## config.mk

```make
export PLATFORM = sky130hd
export DESIGN_NAME = fetch_unit
export DESIGN_NICKNAME = d
export VERILOG_FILES = /design/src/rtl/fetch_unit.sv
export SDC_FILE = /design/constraint.sdc
export NUM_CORES = 1
export LEC_CHECK = 0
export BUFFER_PORTS_ARGS = -buffer_cell sky130_fd_sc_hd__buf_2
export CELL_PAD_IN_SITES_DETAIL_PLACEMENT = 1
export CELL_PAD_IN_SITES_GLOBAL_PLACEMENT = 1
export CORE_ASPECT_RATIO = 1.4
export CORE_MARGIN = 4
export CORE_UTILIZATION = 49
export CTS_BUF_LIST = sky130_fd_sc_hd__clkbuf_8
export DETAILED_ROUTE_END_ITERATION = 12
export GPL_ROUTABILITY_DRIVEN = 0
export GPL_TIMING_DRIVEN = 1
export PLACE_DENSITY_LB_ADDON = 0.05
export SYNTH_ARGS = -nofsm -noshare
export SYNTH_HDL_FRONTEND = slang
export SYNTH_SLANG_ARGS = --single-unit
```

## constraint.sdc

```tcl
create_clock -name clock -period 3.2 [get_ports clock]
set_clock_uncertainty 0.2 [all_clocks]
set_input_delay 0.16 -clock clock [delete_from_list [all_inputs] [get_ports clock]]
set_output_delay 0.16 -clock clock [all_outputs]
set_load 0.1 [all_outputs]
```

## src/rtl/fetch_unit.sv

```systemverilog
// rtl/fetch_unit.sv - instruction fetch stage with PC-tagged circular queue
// Fetches over req/ack, stops on halt word 16'hFFFF, restarts on redirect.
module fetch_unit #(
   parameter int          DEPTH    = 4,
   parameter logic [15:0] RESET_PC = 16'h0000
) (
   input  logic                     clock,
   input  logic                     reset,
   output logic                     imem_req,
   output logic [15:0]              imem_addr,
   input  logic                     imem_ack,
   input  logic [15:0]              imem_rdata,
   input  logic                     redirect,
   input  logic [15:0]              redirect_pc,
   output logic                     instr_valid,
   output logic [15:0]              instr,
   output logic [15:0]              instr_pc,
   input  logic                     instr_ready,
   output logic                     halted,
   output logic [$clog2(DEPTH):0]   occupancy
);

   localparam int PTR_W = $clog2(DEPTH);
   localparam int CNT_W = PTR_W + 1;
   localparam logic [CNT_W-1:0] FULL_COUNT = CNT_W'(DEPTH);
   localparam logic [15:0]      HALT_WORD  = 16'hFFFF;

   typedef enum logic {
      FETCH = 1'b0,
      HALT  = 1'b1
   } state_t;

   state_t             state;
   state_t             state_next;
   logic [15:0]        fetch_pc;
   logic [31:0]        queue [DEPTH];
   logic [PTR_W-1:0]   wr_ptr;
   logic [PTR_W-1:0]   rd_ptr;
   logic [CNT_W-1:0]   count;
   logic               push;
   logic               pop;
   logic               halt_hit;

   // The full check uses count before any same-cycle pop, so a full queue
   // being drained takes one bubble cycle before the next request.
   assign imem_req  = !reset && !redirect && (state == FETCH) && (count < FULL_COUNT);
   assign imem_addr = fetch_pc;
   assign push      = imem_req && imem_ack;
   assign pop       = instr_valid && instr_ready && !redirect;
   assign halt_hit  = push && (imem_rdata == HALT_WORD);

   assign instr_valid = (count != '0);
   assign instr       = instr_valid ? queue[rd_ptr][15:0]  : 16'h0000;
   assign instr_pc    = instr_valid ? queue[rd_ptr][31:16] : 16'h0000;
   assign halted      = (state == HALT);
   assign occupancy   = count;

   always_comb begin
      state_next = state;
      if (redirect) begin
         state_next = FETCH;
      end else if (halt_hit) begin
         state_next = HALT;
      end
   end

   always_ff @(posedge clock) begin
      if (reset) begin
         state <= FETCH;
      end else begin
         state <= state_next;
      end
   end

   always_ff @(posedge clock) begin
      if (reset) begin
         fetch_pc <= RESET_PC & 16'hFFFE;
         wr_ptr   <= '0;
         rd_ptr   <= '0;
         count    <= '0;
      end else if (redirect) begin
         fetch_pc <= redirect_pc & 16'hFFFE;
         wr_ptr   <= '0;
         rd_ptr   <= '0;
         count    <= '0;
      end else begin
         if (push) begin
            wr_ptr <= wr_ptr + PTR_W'(1);
            if (!halt_hit) begin
               fetch_pc <= fetch_pc + 16'd2;
            end
         end
         if (pop) begin
            rd_ptr <= rd_ptr + PTR_W'(1);
         end
         if (push && !pop) begin
            count <= count + CNT_W'(1);
         end else if (pop && !push) begin
            count <= count - CNT_W'(1);
         end
      end
   end

   // Storage needs no reset: entries are only visible while count covers them.
   always_ff @(posedge clock) begin
      if (push) begin
         queue[wr_ptr] <= {fetch_pc, imem_rdata};
      end
   end

endmodule

```

Yosys cells after proc, flatten, opt, wreduce, memory -nomap -nowiden
Memories as Yosys holds them, arrays and structs flattened. A register that Yosys moved wholly into a read port is not among the register bits.
Cells that the tools add are included.
{ "word_totals": {"regBits": 24, "mem_bits_rw": 128, "inputBits": 37, "out_inout_bits": 54, "wordCells": 47, "n_memories": 1} }
{ "memory_table": {"columns": ["name", "depth", "word_bits", "read_ports", "rd_ports_with_merged_regs", "write_ports", "line", "source"], "rows": [
  ["queue", 4, 32, 1, 1, 1, "36", "logic [31:0] queue [DEPTH];"]
]} }
{ "classes": {"addsub": 5, "magnitude_cmp": 1, "n_eq_ne": 2, "mux": 11, "bitwise": 2, "reduce_logical": 19} }
{ "ops": {"columns": ["op", "n"], "rows": [
  ["16-bit two-way mux", 5],
  ["16-bit by 2-bit adder with 16-bit output (second input constant)", 1],
  ["16-bit equality test (second input constant)", 1],
  ["1-bit logical AND", 9],
  ["3-bit two-way mux", 2],
  ["2-bit by 1-bit adder with 2-bit output (second input constant)", 2],
  ["1-bit logical NOT", 4],
  ["2-bit two-way mux", 2],
  ["2-bit AND reduction", 2],
  ["2-bit nonzero test", 2],
  ["3-bit by 1-bit adder with 3-bit output (second input constant)", 1],
  ["3-bit less-than comparator (second input constant)", 1],
  ["3-bit nonzero test", 1],
  ["3-bit by 1-bit subtractor with 3-bit output (second input constant)", 1],
  ["1-bit two-way mux", 2],
  ["2-bit != test (second input constant)", 1],
  ["1-bit inverter", 2],
  ["2-bit OR reduction", 1]
]} }

Longest topological paths before layout
{ "logic_depth": {"depth_word": 9, "depth_mapped": 11, "depth_no_buf": 9} }

Worst setup path before layout
OpenSTA, ideal clock, no wires.
{ "synth_timing": {"kind": "register -> output", "from": "register count[0] (netlist: occupancy[0])", "to": "output instr_pc[10]", "arrival_ns": 3.149, "required_time_ns": 2.840, "slack_ns": -0.309, "stages_incl_launch_ff": 4, "path_buffers": 1, "path_cell_list": "dfxtp_1 or3_1 clkbuf_1 and2_1"} }
{ "synth_via": {"elab_chain_cells": 2} }
{ "synth_lines": {"columns": ["item", "line", "source"], "rows": [
  ["start, declared", "39", "logic [CNT_W-1:0] count;"],
  ["start signal, assigned", "97", "count <= count + CNT_W'(1);"],
  ["start signal, assigned", "99", "count <= count - CNT_W'(1);"],
  ["3-bit nonzero test", "52", "assign instr_valid = (count != '0);"],
  ["net instr_valid", "15", "output logic instr_valid,"],
  ["16-bit two-way mux", "54", "assign instr_pc = instr_valid ? queue[rd_ptr][31:16] : 16'h0000;"],
  ["end, declared", "17", "output logic [15:0] instr_pc,"]
]} }
The timed path passes the listed nets, and every way through them passes these cells.

Worst setup path in the final report
{ "layout_timing": {"from": "input imem_rdata[15]", "to": "register fetch_pc[10] (netlist: imem_addr[10])"} }
{ "layout_via": {"elab_chain_cells": 4} }
{ "layout_lines": {"columns": ["item", "line", "source"], "rows": [
  ["start, declared", "12", "input logic [15:0] imem_rdata,"],
  ["16-bit equality test", "50", "assign halt_hit = push && (imem_rdata == HALT_WORD);"],
  ["1-bit logical AND", "50", null],
  ["2-bit != test (no line)", null, null],
  ["2-bit AND reduction (no line)", null, null],
  ["end signal, assigned", "77", "fetch_pc <= RESET_PC & 16'hFFFE;"],
  ["end signal, assigned", "82", "fetch_pc <= redirect_pc & 16'hFFFE;"],
  ["end signal, assigned", "90", "fetch_pc <= fetch_pc + 16'd2;"],
  ["end, declared", "35", "logic [15:0] fetch_pc;"]
]} }
Every way passes these cells.
A chain may end at the register's enable or synchronous reset.

==> flow_summary_export.csv <==
group,metric,value,unit
run_status,status,"finished, final reports clean",
sta,setup_violations,0,
layout,utilization,0.627,
clock_tree,root_buffer,"clkbuf_8",
power,pwr_density_cell,537,mW/mm^2
flow_run,max_cap_violations,0,
sta,final-hold-violation-count,0,
critical_path,cp_num_buf_inv,3,
global_route,grt_max_degree,33,
critical_path,path_cells,"dlygate4sd3_1 -> buf_2 -> nand4_1 -> or4_1 -> nand4_1 -> mux2_2 -> a21oi_1 -> dlygate4sd3_1",
routing,routed_via_density,5.46,
routing,post_drt_wl_per_cell,19.6,um
synth,synth.most_common_cell,"edfxtp_1",
layout,num_antenna_cells,0,
global_route,antenna_found_initial,0,
critical_path,critPathKind,"input pin to flop",
floorplan,die_w,102,um
global_route,global_route.usage.total,0.195,
critical_path,end_kind,"flop",
global_route,grt_first_pass_wirelength,20.8,mm
synth,yosys-top-cells-count,"edfxtp_1, and2_1, mux4_2",
synth,syn_area_per_cell,16.6,sq um
layout,n_fill_cell,1145,
layout,post_route_cells_drive_above_1_share,0.334,
synth,ys_warn_count,0,
layout,area_delta_synth_final,23.6,%
critical_path,reg2reg_slack,0.34,ns
global_route,grt_pass1_vias,3951,
synth,synth_top_area_cell,"edfxtp_1",
clock_tree,htreeDepth,4,
global_route,grt_remaining_overflow,0,
min_path,hold_path_class,"input pin to flop",
sta,max_freq,0.347,GHz
placed_design,dp_hpwl,8.28,mm
global_route,grt_util_met3,0.0431,
synth,synth_cell_type_count,50,
sta,rsz0062_at_grt,"false",
synth,ys_seq_area_frac,0.694,
synth,synth_edf_count,124,
floorplan,start_util,0.507,
critical_path,reg2reg_depth,7,
min_path,whs_path_depth,4,
sta,min_period,2.88,ns
clock_tree,cts_buffer_depth,2,
critical_path,r2r_start,"imem_addr[1]",
layout,nets,552,
routing,finalWirelength,13.1,mm
floorplan,core_area,0.0120,sq mm
floorplan,dieHeight,140,um
power,cellLeakagePower,2.78,nW
synth,synthCells,367,
synth,synth.top_cell.area_share,0.612,
floorplan,io_pins,91,
synth,netlist_area,0.00609,sq mm
critical_path,path_delay_family,"buffers and inverters",
floorplan,die-area,0.0143,sq mm
routing,vias,3647,
global_route,groute.layer.met2.usage,0.358,
placed_design,io_buffers,87,
global_route,met1_usage,0.222,
routing,dr.pass1.iters,4,
routing,dr.first_iter.drc_count,160,
clock_tree,clock-sinks,149,
critical_path,arrival,3.05,ns
layout,stdcell_count,668,
sta,post-route-period-util,0.900,
synth,synth-main-ff-cell,"edfxtp_1",
clock_tree,tritoncts,"done",
synth,async_flop_share,0,
min_path,hold_start,"instr_ready",
critical_path,cp-start-kind,"input pin",
critical_path,cpMaxStageDelayCell,"or4_1",
placed_design,dp_cells,594,
clock_tree,clk_pin_slew,0.09,ns
synth,ys_seq_elements,149,
routing,drc,0,
critical_path,r2r-end,"imem_addr[11]",
sta,slew_violations,0,
critical_path,slowest_delay,0.78,ns
sta,tns,0,ns
critical_path,critPathMaxFanout,7,
global_route,top_usage_layer,"met2",
sta,hold_slack,0.0275,ns
routing,drtAntennaViolNets,0,
synth,synthTopCellsByArea,"edfxtp_1, mux4_2, dfxtp_1",
power,total_power,4.04,mW
clock_tree,clk_latency,0.42,ns
clock_tree,postCtsSetupBuffers,0,
critical_path,worstPathRequired,3.38,ns
clock_tree,cts_buffers,17,
power,vdd_drop_max,0.000296,V
floorplan,row_count,47,
[registers in the layout, summed over array words and instances (netlist names), named ones only]
name and cells:
queue 124, imem_addr 15, occupancy 3, rd_ptr 2, wr_ptr 2, halted 1
[area by class of cell]
cell class | count | area, sq um | area share
Sequential cell | 149 | 4230 | 0.562
Clock inverter | 15 | 136 | 0.0181
Multi-Input combinational cell | 187 | 1730 | 0.230
Timing Repair Buffer | 142 | 966 | 0.128
Tap cell | 147 | 184 | 0.0245
Inverter | 11 | 46.3 | 0.00615
Clock buffer | 17 | 234 | 0.0311
[worst max path at each step]
stage | from | slack (ns) | to | depth (start not counted)
finish | imem_rdata[15] | 0.32 | imem_addr[10] | 8
global route | occupancy[2] | 0.07 | imem_addr[1] | 6
CTS | halted | 0.16 | imem_addr[1] | 6
detailed placement | halted | 0.44 | occupancy[2] | 9
global placement | halted | 0.47 | occupancy[2] | 9
floorplan | occupancy[2] | 0.03 | occupancy[2] | 11
[cell usage in the layout (no fill, tap or decap), drive strengths merged, types with 2 or more instances in the layout]
cell | Yosys | routed
or2 | 2 | 2
mux2i | 2 | 2
nor3 | 5 | 5
buf | 10 | 100
a211oi | 2 | 2
clkinv | 1 | 8
ha | 6 | 6
xor2 | 3 | 3
bufinv | 0 | 2
edfxtp | 124 | 124
o21ai | 3 | 3
nor4 | 2 | 2
and2 | 35 | 35
dfxtp | 25 | 25
dlygate4sd3 | 0 | 42
a311oi | 3 | 3
a2111oi | 2 | 2
conb | 1 | 2
nand3 | 3 | 3
a21oi | 12 | 12
clkbuf | 11 | 17
nor2 | 18 | 18
or3 | 4 | 4
and4 | 2 | 2
inv | 10 | 16
o21a | 2 | 2
and3 | 2 | 2
nand2 | 14 | 14
xnor2 | 5 | 5
mux4 | 31 | 31
nand4 | 11 | 11
[where the power goes]
part | switching [mW] | total [mW] | internal [mW]
Sequential | 0.0384 | 2.17 | 2.13
Clock | 0.667 | 1.35 | 0.685
Combinational | 0.383 | 0.516 | 0.132
Total | 1.09 | 4.04 | 2.95
[worst register-to-register path, delay by kind of cell, from the launching register on]
kind	cells	cell delay [ns]
fa+ha+maj	1	0.28
buf+inv	1	0.57
compound gates	1	0.19
simple gates	4	1.04
flops	1	0.53
[metal layers]
metal | vias up | share of wire
met5 | - | 0
met4 | 0 | 0.016
met3 | 14 | 0.039
met2 | 89 | 0.56
met1 | 1836 | 0.38
li1 | 1708 | -
[what timing repair did]
action,CTS,global route
endpoints found under the hold margin,84,0
hold buffers,42,0
gates resized for setup,0,1
endpoints found under the setup margin,0,1
[through the flow]
step,cell area [sq um],setup WS [ns]
final,7520,0.321
after global routing,7520,0.0670
after CTS,7520,0.159
after detailed placement,6730,0.440
after global placement,6730,0.470
after floorplan,6100,0.0340
[logic make-up (layout without fill, tap and decap cells)]
family | Yosys count | count (layout) | synth area share
AOI/OAI and AO/OA | 34 | 34 | 0.0419
xor gates and xnor gates | 8 | 8 | 0.0115
adders and majority gates | 7 | 7 | 0.0156
buffers and inverters | 32 | 185 | 0.0236
DFF | 149 | 149 | 0.694
muxes | 34 | 34 | 0.120
other | 1 | 2 | 0.000616
and+or+nand+nor | 102 | 102 | 0.0929
No activity file was read; power rests on OpenSTA's default activity.
